File: src/rtl/fpu_sched_pkg.sv
// Shared constants and types for the register-dependency scoreboard.
//   NUM_BLOCKS  : execution blocks that can retire a result per cycle
//   NUM_REGS    : architectural registers tracked
//   MAX_PENDING : in-flight writes allowed per register
// Derived widths, address/counter types and the signed next-count helper
// live here so the decoder and the top agree on them.
package fpu_sched_pkg;

  localparam int NUM_BLOCKS  = 6;
  localparam int NUM_REGS    = 16;
  localparam int MAX_PENDING = 3;

  localparam int ADDR_W = $clog2(NUM_REGS);
  localparam int CNT_W  = $clog2(MAX_PENDING + 1);
  localparam int NCLR_W = $clog2(NUM_BLOCKS + 1);
  localparam int SUM_W  = CNT_W + NCLR_W;

  typedef logic [ADDR_W-1:0]        reg_addr_t;
  typedef logic [CNT_W-1:0]         pend_cnt_t;
  typedef logic [NCLR_W-1:0]        clr_cnt_t;
  typedef logic signed [SUM_W-1:0]  pend_sum_t;

  // count + inc - n_clr, wide enough that a multi-block retire on a small
  // count goes visibly negative instead of wrapping.
  function automatic pend_sum_t next_pending(input pend_cnt_t cnt,
                                             input logic      inc,
                                             input clr_cnt_t  n_clr);
    pend_sum_t s_cnt;
    pend_sum_t s_inc;
    pend_sum_t s_clr;
    s_cnt = pend_sum_t'({1'b0, cnt});
    s_inc = pend_sum_t'({1'b0, inc});
    s_clr = pend_sum_t'({1'b0, n_clr});
    return s_cnt + s_inc - s_clr;
  endfunction

endpackage

File: src/rtl/dependency_scoreboard_clear_count_decode.sv
// Combinational retire decode: for every architectural register, counts how
// many execution blocks retire a write to it this cycle.
// Ports:
//   remove_enable  : per-block retire strobe
//   result_address : per-block retiring register, block i at [i*ADDR_W +: ADDR_W]
//   n_clr          : per-register number of retiring blocks (0..NUM_BLOCKS)
// Addresses >= NUM_REGS match no register and are silently dropped.
module clear_count_decode
  import fpu_sched_pkg::*;
(
  input  logic [NUM_BLOCKS-1:0]        remove_enable,
  input  logic [NUM_BLOCKS*ADDR_W-1:0] result_address,
  output clr_cnt_t [NUM_REGS-1:0]      n_clr
);

  always_comb begin
    n_clr = '0;
    for (int r = 0; r < NUM_REGS; r++) begin
      for (int i = 0; i < NUM_BLOCKS; i++) begin
        if (remove_enable[i] &&
            (result_address[i*ADDR_W +: ADDR_W] == reg_addr_t'(r))) begin
          n_clr[r] = n_clr[r] + clr_cnt_t'(1);
        end
      end
    end
  end

endmodule

File: src/rtl/dependency_scoreboard.sv
// Register-dependency scoreboard between the scheduler and the execution
// blocks. Keeps a per-register count of in-flight writes, stalls issue on
// RAW/WAW hazards and pulses dependency_remove for one cycle when a
// register's last pending write retires.
// Ports:
//   clk, n_rst         : clock, async active-low reset
//   flush              : synchronous clear of all pending state (wins over all)
//   issue_valid/dest/src1/src2, issue_ready : issue handshake (ready is comb)
//   remove_enable, result_address           : per-block retire reports
//   busy               : count[r] != 0
//   dependency_remove  : one-cycle pulse when count[r] drops from nonzero to 0
//   err_underflow      : sticky, a retire hit a register with nothing pending
module dependency_scoreboard
  import fpu_sched_pkg::*;
(
  input  logic                         clk,
  input  logic                         n_rst,
  input  logic                         flush,
  input  logic                         issue_valid,
  input  logic [ADDR_W-1:0]            issue_dest,
  input  logic [ADDR_W-1:0]            issue_src1,
  input  logic [ADDR_W-1:0]            issue_src2,
  output logic                         issue_ready,
  input  logic [NUM_BLOCKS-1:0]        remove_enable,
  input  logic [NUM_BLOCKS*ADDR_W-1:0] result_address,
  output logic [NUM_REGS-1:0]          busy,
  output logic [NUM_REGS-1:0]          dependency_remove,
  output logic                         err_underflow
);

  pend_cnt_t [NUM_REGS-1:0] count;
  pend_cnt_t [NUM_REGS-1:0] next_count;
  clr_cnt_t  [NUM_REGS-1:0] n_clr;
  logic      [NUM_REGS-1:0] release_now;
  logic                     underflow_now;
  logic                     issue_fire;
  pend_cnt_t                dest_cnt;
  pend_cnt_t                src1_cnt;
  pend_cnt_t                src2_cnt;

  clear_count_decode u_clear_count_decode (
    .remove_enable  (remove_enable),
    .result_address (result_address),
    .n_clr          (n_clr)
  );

  // Hazard check reads registered counts only, so a retire in this cycle
  // opens the gate one cycle later. Out-of-range registers read as idle.
  always_comb begin
    dest_cnt = '0;
    src1_cnt = '0;
    src2_cnt = '0;
    if (int'(issue_dest) < NUM_REGS) dest_cnt = count[issue_dest];
    if (int'(issue_src1) < NUM_REGS) src1_cnt = count[issue_src1];
    if (int'(issue_src2) < NUM_REGS) src2_cnt = count[issue_src2];
    issue_ready = !flush && (src1_cnt == '0) && (src2_cnt == '0) &&
                  (int'(dest_cnt) < MAX_PENDING);
  end

  assign issue_fire = issue_valid && issue_ready;

  always_comb begin
    pend_sum_t nxt;
    logic      inc;
    next_count    = count;
    release_now   = '0;
    underflow_now = 1'b0;
    for (int r = 0; r < NUM_REGS; r++) begin
      inc = issue_fire && (issue_dest == reg_addr_t'(r));
      nxt = next_pending(count[r], inc, n_clr[r]);
      if (nxt < 0) begin
        next_count[r] = '0;
        underflow_now = 1'b1;
      end else if (nxt > pend_sum_t'(MAX_PENDING)) begin
        // Unreachable while issue_ready gates the dest count; kept as a
        // saturation guard so the counter can never wrap.
        next_count[r] = pend_cnt_t'(MAX_PENDING);
      end else begin
        next_count[r] = pend_cnt_t'(nxt);
      end
      // Only a genuine nonzero -> zero transition releases; underflow on an
      // already idle register does not.
      release_now[r] = (count[r] != '0) && (nxt <= 0);
    end
  end

  always_ff @(posedge clk or negedge n_rst) begin
    if (!n_rst) begin
      count             <= '0;
      dependency_remove <= '0;
      err_underflow     <= 1'b0;
    end else if (flush) begin
      count             <= '0;
      dependency_remove <= '0;
      err_underflow     <= 1'b0;
    end else begin
      count             <= next_count;
      dependency_remove <= release_now;
      err_underflow     <= err_underflow | underflow_now;
    end
  end

  always_comb begin
    busy = '0;
    for (int r = 0; r < NUM_REGS; r++) busy[r] = (count[r] != '0);
  end

endmodule

File: config.mk
export PLATFORM = sky130hd
export DESIGN_NAME = dependency_scoreboard
export DESIGN_NICKNAME = d
export VERILOG_FILES = /design/src/rtl/fpu_sched_pkg.sv /design/src/rtl/dependency_scoreboard_clear_count_decode.sv /design/src/rtl/dependency_scoreboard.sv
export SDC_FILE = /design/constraint.sdc
export NUM_CORES = 1
export LEC_CHECK = 0
export BUFFER_PORTS_ARGS = -buffer_cell sky130_fd_sc_hd__buf_2
export CAP_MARGIN = 30
export CORE_ASPECT_RATIO = 1.5
export CORE_UTILIZATION = 50
export CTS_CLUSTER_SIZE = 24
export DETAILED_ROUTE_END_ITERATION = 10
export PLACE_DENSITY = 0.69
export SLEW_MARGIN = 20
export SYNTH_ARGS = -nofsm -noshare
export SYNTH_HDL_FRONTEND = slang
export SYNTH_SLANG_ARGS = --single-unit
File: constraint.sdc
create_clock -name clk -period 8.2 [get_ports clk]
set_clock_uncertainty 0.15 [all_clocks]
set_input_delay 1.23 -clock clk [delete_from_list [all_inputs] [get_ports clk]]
set_output_delay 1.23 -clock clk [all_outputs]
set_load 0.005 [all_outputs]
==> results.yml, run 1 <==
synth:
  syn_nets: 1297
  synth_top_area_share_pct: 22.6
  synth-simple-area-share_pct: 25.4
  yosys.area.top_type: "ha_1"
  avgSynthCellArea_um2: 8.26
  synth_compound_area_share_pct: 7.54
  ys_ff_latch: 49
  async_flop_share_pct: 100
  ys_top_cells_by_area: "ha_1 23%, dfrtp_1 14%, xor2_1 6.6%, nor2_1 5.8%, inv_1 4.5%"
  synth_mux_area_share_pct: 6.05
  synth.distinct_cells: 55
  synthAdderAreaFrac_pct: 26.2
  synth_area_mm2: 0.00888
  yosysSeqAreaShare_pct: 13.8
  synth_top_family_by_area: "adder cells"
  postSynthCellCount: 1075
  synth-xor-area-share_pct: 15.6
  yosys_warnings: 0
  synth-edff-count: 0
  synth_flop_cell: "dfrtp_1"
cells_and_area:
  layout-drive-gt1-share_pct: 11.2
  antennaDiodeCount: 0
  num-nets-final: 1366
  final_cell_mix: "160 x ha_1, 136 x nor2_1, 107 x inv_1"
  layout_commonest_cell: "ha_1"
  areaGrowthSynthToFinish_pct: 8.43
  fin_util_pct: 55.5
  regArea_mm2: 0.00123
  multiInputGateArea_mm2: 0.00716
  fillers: 1645
power:
  power_density_mw_per_mm2: 192
  irDropWorstVdd_mv: 0.185
  p_leak_nw: 4.98
placed_design:
  gp_congestion: 0.960
  port_buffers: 79
  dp.final_hpwl_um: 19600
detailed_routing:
  drc_errors: 0
  wl_um: 23200
  dr_total_vias: 7586
  ant_nets: 0
  wl_per_cell_um: 17.1
  drt_iter0_markers: 279
  drt-vias-per-instance: 5.59
  firstDrtPassIters: 4
sta:
  drv_slew: 0
  whs_ps: 547
  fmax_mhz: 171
  setup_tns_ps: 0
  fin_crit_sh_pct: 71.3
  period_minus_slack_ps: 5850
  slew_headroom_pct: 51.2
  finalHoldViolCount: 0
  rsz0062_at_grt: "false"
  setup_viol: 0
  worst_pin_slew_ps: 732
grt:
  grt_pass1_wl_um: 37900
  grt_pass1_vias: 7429
  grt_overflow: 0
  grt_max_degree: 52
  grt_util_all_layers_pct: 26.4
  antenna_found_initial: 0
floorplan:
  io_pins: 80
  fp.dieH_um: 165
  chipWidth_um: 111
  die-area_mm2: 0.0183
  coreArea_mm2: 0.0173
  start_util_pct: 51.2
  rows: 59
status:
  status: "finished, final reports clean"
clocking:
  htreeDepth: 2
  post_cts_buffers: 0
  cts-hold-fix-buffers: 0
  clockBufferDepth: 2
  cts_tree: "done"
  cts_made_buffers: 5
  cts.sinks: 49
  cts_resized: 0
  clock_latency_ps: 300
  path_clk_slew_ps: 70
  root_buffer: "clkbuf_16"
setup_path:
  crit_path_end_kind: "flip-flop"
  path_class: "in -> reg"
  startpoint_type: "primary input"
  cp_max_fo: 4
  worstPathRequired_ps: 8280
  cp.arrival_ps: 5920
flow_run:
  maxCapViolations: 0
min_path:
  hp-class: "reg -> reg"
[final cells by class]
cell class              count  area share, %
well taps                 213           2.77
inverters                 107           4.17
multi-input cells         899           74.4
clock inverters             2          0.104
flip-flops and latches     49           12.7
repair buffers             82           4.47
clock buffers               6           1.34
[sequential cells by signal (all words and copies together), names as in the netlist]
register	cells
err_underflow	1
dependency_remove	16
count	32
[power by group]
group	total, mW	internal [mW]	switching, mW
sequential	0.417	0.332	0.0848
clock	0.207	0.112	0.0950
combinational	1.22	0.519	0.704
[cell usage after synthesis (17+ instances only)]
cell type,number
a21o_1,18
a21oi_1,17
a31oi_1,19
dfrtp_1,49
ha_1,160
inv_1,107
mux2i_1,21
nand2_1,99
nand3_1,51
nor2_1,136
nor3_1,67
xnor2_1,43
xor2_1,67
[path summary, 6_finish.rpt]
kind	to	cells after the start	start	slack (ps)
min	dependency_remove[14]$_DFF_PN0_	2	count[28]$_DFF_PN0_	550
max in group asynchronous	count[10]$_DFF_PN0_	2	n_rst	6540
min reg2reg	dependency_remove[14]$_DFF_PN0_	2	count[28]$_DFF_PN0_	550
max	err_underflow$_DFF_PN0_	19	result_address[2]	2350
min in group asynchronous	dependency_remove[9]$_DFF_PN0_	2	n_rst	880
max reg2reg	err_underflow$_DFF_PN0_	13	count[24]$_DFF_PN0_	3980
[kinds of logic after synthesis]
logic type      count (synthesis)
fa+ha+maj                     176
compound gates                 96
mux                            36
buf+inv                       127
xor+xnor                      128
simple gates                  463
flops                          49
[through the flow]
| step | power, mW | instance area (µm²) | setup slack [ps] | std cells |
|---|---|---|---|---|
| floorplan | 1.26 | 8880 | 2560 | 1075 |
| global route | 2.03 | 9630 | 2100 | 1358 |
| CTS | 1.85 | 9610 | 2410 | 1357 |
| detailed placement | 1.63 | 9470 | 2110 | 1349 |
| global placement | 1.61 | 9470 | 2210 | 1349 |
| finish | 1.85 | 9630 | 2350 | 1358 |
[critical path, stage by stage]
cell	delay (ps)
buf_2	110
or3b_2	540
nor3_1	240
ha_1	300
xor2_1	350
inv_1	90
ha_1	300
nor4_1	260
a31oi_1	110
ha_1	290
mux2_2	280
ha_1	270
mux2i_1	140
ha_1	260
ha_1	300
a21o_1	180
a21oi_1	350
nor3_1	150
a31oi_1	150
[routing by layer]
metal / vias up / global-route usage (%) / wire [µm] / share of wire (%)
li1: 3859 / - / - / -
met4: 0 / 14.2 / 1210 / 5.2
met1: 3462 / 31.3 / 9840 / 42
met2: 198 / 47.5 / 11300 / 49
met3: 67 / 2.19 / 821 / 3.5
met5: - / 0 / 0 / 0
Power figures use the tool's default switching activity.
==> inputs of run 2 (changes only) <==
PLACE_DENSITY = 0.72   (was 0.69)
clock period = 5.3 ns   (was 8.2 ns; I/O delays follow)
==> run 2 against run 1 <==
Against the previous run:
- worst setup slack worse by 2100 ps
- count of clock-buffer cells in the layout rose by 1
- combinational power rose by 74%
- via count increased by 5.5%
- largest cell class unchanged
- largest power group unchanged
==> results.yml, run 2 (synthesis results as in run 1) <==
setup_path:
  critPathBufInv: 3
  path_class: "in -> reg"
  timing.critical_path.mode_cell: "ha_1"
  cpPeakStageDelay_ps: 600
  crit_slowest_cell: "or4_1"
  r2r_start: "count[0]$_DFF_PN0_"
  startpoint_type: "primary input"
  crit_path_end_kind: "flip-flop"
  path_cells: "buf_2, and3_1, buf_4, nand2_1, inv_1, ha_1, xor2_1, ha_1, nand2_1, nand2_1, ha_1, nor2_1, a31oi_1, ha_1, mux2i_1, ha_1, ha_1, a21o_1, a21oi_1, or4_1, nor3_1, a31oi_1"
  r2r_cells: 14
  crit_family: "adder cells"
  cp_max_fo: 4
  cp-startpoint: "result_address[7]"
  cp.arrival_ps: 5110
  cp.depth: 22
  worstPathRequired_ps: 5320
detailed_routing:
  drt-vias-per-instance: 5.58
  drt_iter0_markers: 402
  ant_nets: 0
  wl_um: 24100
  firstDrtPassIters: 5
  wl_per_cell_um: 16.8
  drc_errors: 0
  dr_total_vias: 8002
floorplan:
  chipWidth_um: 111
  start_util_pct: 51.2
  fp.dieH_um: 165
  die-area_mm2: 0.0183
  coreArea_mm2: 0.0173
  io_pins: 80
  rows: 59
placed_design:
  dp.final_hpwl_um: 20500
  gp_congestion: 0.927
  post-place-ws_ps: -155
  placed_cell_area_mm2: 0.0100
  port_buffers: 79
cells_and_area:
  areaGrowthSynthToFinish_pct: 15.6
  regMostFlops: "count"
  layout_commonest_cell: "ha_1"
  antennaDiodeCount: 0
  stdcell_area_mm2: 0.0103
  fin_util_pct: 59.2
  layout-drive-gt1-share_pct: 17.5
  num-nets-final: 1441
  final_cell_mix: "160 x ha_1, 133 x nor2_1, 107 x inv_1"
  largest_reg_flops: 32
  largestRegisters: "count (32), dependency_remove (16), err_underflow (1)"
sta:
  worst_slack_ps: 218
  finalHoldViolCount: 0
  period_minus_slack_ps: 5080
  whs_ps: 447
  worst_pin_slew_ps: 673
  fmax_mhz: 197
  drv_slew: 0
  slew_headroom_pct: 55.1
  rsz0062_at_grt: "true"
  fin_crit_sh_pct: 95.9
  setup_viol: 0
grt:
  grt_util_all_layers_pct: 26.7
  grt_pass1_vias: 7887
  grt_max_degree: 52
  antenna_found_initial: 0
  grt_pass1_wl_um: 38600
  grt_overflow: 0
status:
  status: "finished, final reports clean"
clocking:
  path_clk_slew_ps: 70
  clockBufferDepth: 2
  cts_tree: "done"
  htreeDepth: 2
  clock_latency_ps: 300
  cts.sinks: 49
  cts-hold-fix-buffers: 0
  cts_made_buffers: 5
  root_buffer: "clkbuf_16"
power:
  p_leak_nw: 5.36
  power_density_mw_per_mm2: 304
  irDropWorstVdd_mv: 0.410
min_path:
  hp-class: "in -> async"
flow_run:
  maxCapViolations: 0
[run 2: changes by cell type in the layout (fill, tap and decap cells not counted), moves of 2 or more]
cell | before | now
xor2_2 | 0 | 2
clkbuf_8 | 0 | 2
buf_4 | 2 | 77
nor2_2 | 2 | 5
xor2_1 | 67 | 65
nor2_1 | 136 | 133
[run 2: area by class of cell]
class	count	area (µm²)
multi-input cells	899	7210
well taps	213	267
flip-flops and latches	49	1230
clock buffers	7	153
fillers	1559	7080
inverters	107	402
repair buffers	157	1000
clock inverters	1	5.00
[run 2: timing repair]
action | 4_1_cts | 5_1_grt
setup buffers | 0 | 0
setup endpoints to repair | 0 | 8
gates resized for setup | 0 | 10
hold endpoints to repair | 0 | 0
[run 2: report_power, final]
group          total, mW  switching, mW  internal, mW
Combinational       2.12           1.16         0.969
Sequential         0.647          0.133         0.513
Clock              0.347          0.147         0.200
[run 2: routing by layer]
metal,up-vias,wire length (µm),GRT usage (%)
met4,0,1230,13.9
met5,-,0,0
met2,238,12300,50.8
li1,3998,-,-
met1,3699,9600,29.9
met3,67,921,1.75
[run 2: worst register-to-register path, delay by kind of cell, from the launching register on]
family | cells | cell delay, ps
compound gates | 6 | 1320
fa+ha+maj | 2 | 500
buf+inv | 2 | 160
flops | 1 | 410
simple gates | 4 | 1360
[run 2: path summary, 6_finish.rpt]
| path | to | slack (ps) |
|---|---|---|
| hold / removal | dependency_remove[8]$_DFF_PN0_ | 450 |
| max in group asynchronous | count[0]$_DFF_PN0_ | 4080 |
| hold reg to reg | dependency_remove[7]$_DFF_PN0_ | 550 |
| min in group clk | dependency_remove[7]$_DFF_PN0_ | 550 |
| setup reg to reg | err_underflow$_DFF_PN0_ | 1270 |
| setup / recovery | err_underflow$_DFF_PN0_ | 220 |
[run 2: metrics by stage]
stage	cells	total power, mW	setup TNS (ps)
finish	1433	3.12	0
CTS	1432	3.09	0
floorplan	1075	1.95	0
detailed placement	1424	2.72	-611
global route	1433	3.41	-22.9
global placement	1424	2.67	-41.8
==> inputs of run 3 (changes only) <==
CELL_PAD_IN_SITES_DETAIL_PLACEMENT = 2   (was unset)
CELL_PAD_IN_SITES_GLOBAL_PLACEMENT = 2   (was unset)
CORE_UTILIZATION = 34   (was 50)
CTS_BUF_LIST = sky130_fd_sc_hd__clkbuf_16   (was unset)
PLACE_DENSITY = unset   (was 0.72)
PLACE_DENSITY_LB_ADDON = 0.1   (was unset)
==> run 3 against run 2 <==
Against the previous run:
- sequential power rose by 3%
- sequential share of layout area fell by 0.73 points
- global-route usage fell by 2.0 points
- worst hold slack improved by 19 ps
- via count rose by 5.3%
- largest power group unchanged
==> results.yml, run 3 (synthesis results as in run 1) <==
power:
  irDropWorstVdd_mv: 0.315
  combPwrFrac_pct: 70.5
  clock_power_share_pct: 9.6
  intPower_mw: 1.75
  pwr-share-seq_pct: 19.9
  switching_share_pct: 47.5
  power_density_mw_per_mm2: 306
  p_leak_nw: 5.61
  switching_power_mw: 1.59
sta:
  fmax_mhz: 193
  setup_viol: 0
  finalHoldViolCount: 0
  drv_slew: 0
  period_minus_slack_ps: 5180
  fin_crit_sh_pct: 97.8
  setup_tns_ps: 0
  slew_headroom_pct: 52.9
  rsz0062_at_grt: "true"
  worst_pin_slew_ps: 706
  worst_slack_ps: 118
setup_path:
  rrSetupSlack_ps: 1140
  cp.arrival_ps: 5190
  startpoint_type: "primary input"
  worstReg2RegEnd: "err_underflow$_DFF_PN0_"
  worstPathRequired_ps: 5310
  cp_max_fo: 4
  r2r_cells: 13
  crit_path_end_kind: "flip-flop"
  path_class: "in -> reg"
  r2r_start: "count[19]$_DFF_PN0_"
detailed_routing:
  dr_total_vias: 8427
  wl_per_cell_um: 20.4
  drc_errors: 0
  firstDrtPassIters: 5
  drt_iter0_markers: 252
  drt-vias-per-instance: 5.25
  wl_um: 32600
  ant_nets: 0
min_path:
  hp-class: "in -> async"
placed_design:
  gp_congestion: 0.890
  placed_cell_area_mm2: 0.0105
  dp.final_hpwl_um: 28300
  port_buffers: 79
  post-place-ws_ps: -290
cells_and_area:
  num-nets-final: 1493
  largest_reg_flops: 32
  layout_commonest_cell: "ha_1"
  areaGrowthSynthToFinish_pct: 23.2
  largestRegisters: "count (32), dependency_remove (16), err_underflow (1)"
  stdcell_area_mm2: 0.0109
  final_cell_mix: "158 x ha_1, 132 x buf_4, 131 x nor2_1"
  regMostFlops: "count"
  layout-drive-gt1-share_pct: 22.8
  antennaDiodeCount: 0
  fin_util_pct: 42.6
clocking:
  htreeDepth: 2
  clockBufferDepth: 2
  clock_latency_ps: 310
  cts.sinks: 49
  root_buffer: "clkbuf_16"
  cts_tree: "done"
  path_clk_slew_ps: 70
  cts_made_buffers: 5
  cts-hold-fix-buffers: 0
grt:
  grt_max_degree: 50
  antenna_found_initial: 0
  grt_pass1_vias: 9149
  grt_pass1_wl_um: 50200
  grt_overflow: 0
  grt_util_all_layers_pct: 24.7
floorplan:
  fp.dieH_um: 200
  rows: 72
  die-area_mm2: 0.0268
  io_pins: 80
  chipWidth_um: 134
  coreArea_mm2: 0.0257
  start_util_pct: 34.6
flow_run:
  maxCapViolations: 0
status:
  status: "finished, final reports clean"
run 3: how the worst max path moves through the flow:
| stage | from | to | slack, ps |
|---|---|---|---|
| global placement | result_address[2] | err_underflow$_DFF_PN0_ | -100 |
| CTS | result_address[2] | err_underflow$_DFF_PN0_ | 30 |
| floorplan | result_address[7] | err_underflow$_DFF_PN0_ | 100 |
| global route | remove_enable[1] | err_underflow$_DFF_PN0_ | -70 |
| finish | result_address[6] | err_underflow$_DFF_PN0_ | 120 |
| detailed placement | result_address[2] | err_underflow$_DFF_PN0_ | -290 |
run 3: repair_timing:
item                                    CTS  global route
resized for setup                         0            46
endpoints found under the setup margin    0             9
setup buffers                             0             4
run 3: worst max-delay path, cell delays in order:
cell     delay (ps)
buf_2           110
and3_4          210
nand3_4          90
ha_2            180
or3_4           400
nand2_2          60
ha_1            220
and2_1          150
or2_2           300
ha_1            270
or3_1           370
o31a_1          140
ha_1            280
mux2i_1         160
ha_1            270
ha_1            290
a21o_1          130
a21oi_2          70
or4_4           540
nor2_2           90
a31oi_1          80
run 3: metrics by stage:
stage	cells	power (mW)	hold WS, ps
finish	1604	3.34	466
floorplan	1075	1.95	349
CTS	1600	3.32	503
global placement	1593	2.86	491
detailed placement	1593	2.96	500
global route	1604	3.64	528
run 3: layout make-up:
| type | instances | area [µm²] |
|---|---|---|
| clock buffers | 5 | 125 |
| multi-input cells | 899 | 7380 |
| clock inverters | 2 | 7.51 |
| well taps | 333 | 417 |
| repair buffers | 209 | 1380 |
| flip-flops and latches | 49 | 1230 |
| fillers | 3006 | 14700 |
| inverters | 107 | 402 |
run 3: power by group through the flow:
| stage | clock network [mW] | registers (mW) | logic [mW] |
|---|---|---|---|
| final | 0.320 | 0.665 | 2.36 |
| after global routing | 0.339 | 0.680 | 2.63 |
| after CTS | 0.329 | 0.667 | 2.32 |
| after detailed placement | 0 | 0.671 | 2.29 |
| after global placement | 0 | 0.671 | 2.19 |
| after floorplan | 0 | 0.600 | 1.35 |
run 3: routing by layer:
metal / part of all wire [%] / routed length (µm) / vias to the layer above / GRT usage (%)
li1: - / - / 4092 / -
met4: 3.3 / 1080 / 0 / 9.60
met3: 1.8 / 574 / 52 / 0.985
met2: 56 / 18200 / 137 / 49.4
met5: 0 / 0 / - / 0
met1: 39 / 12800 / 4146 / 27.0
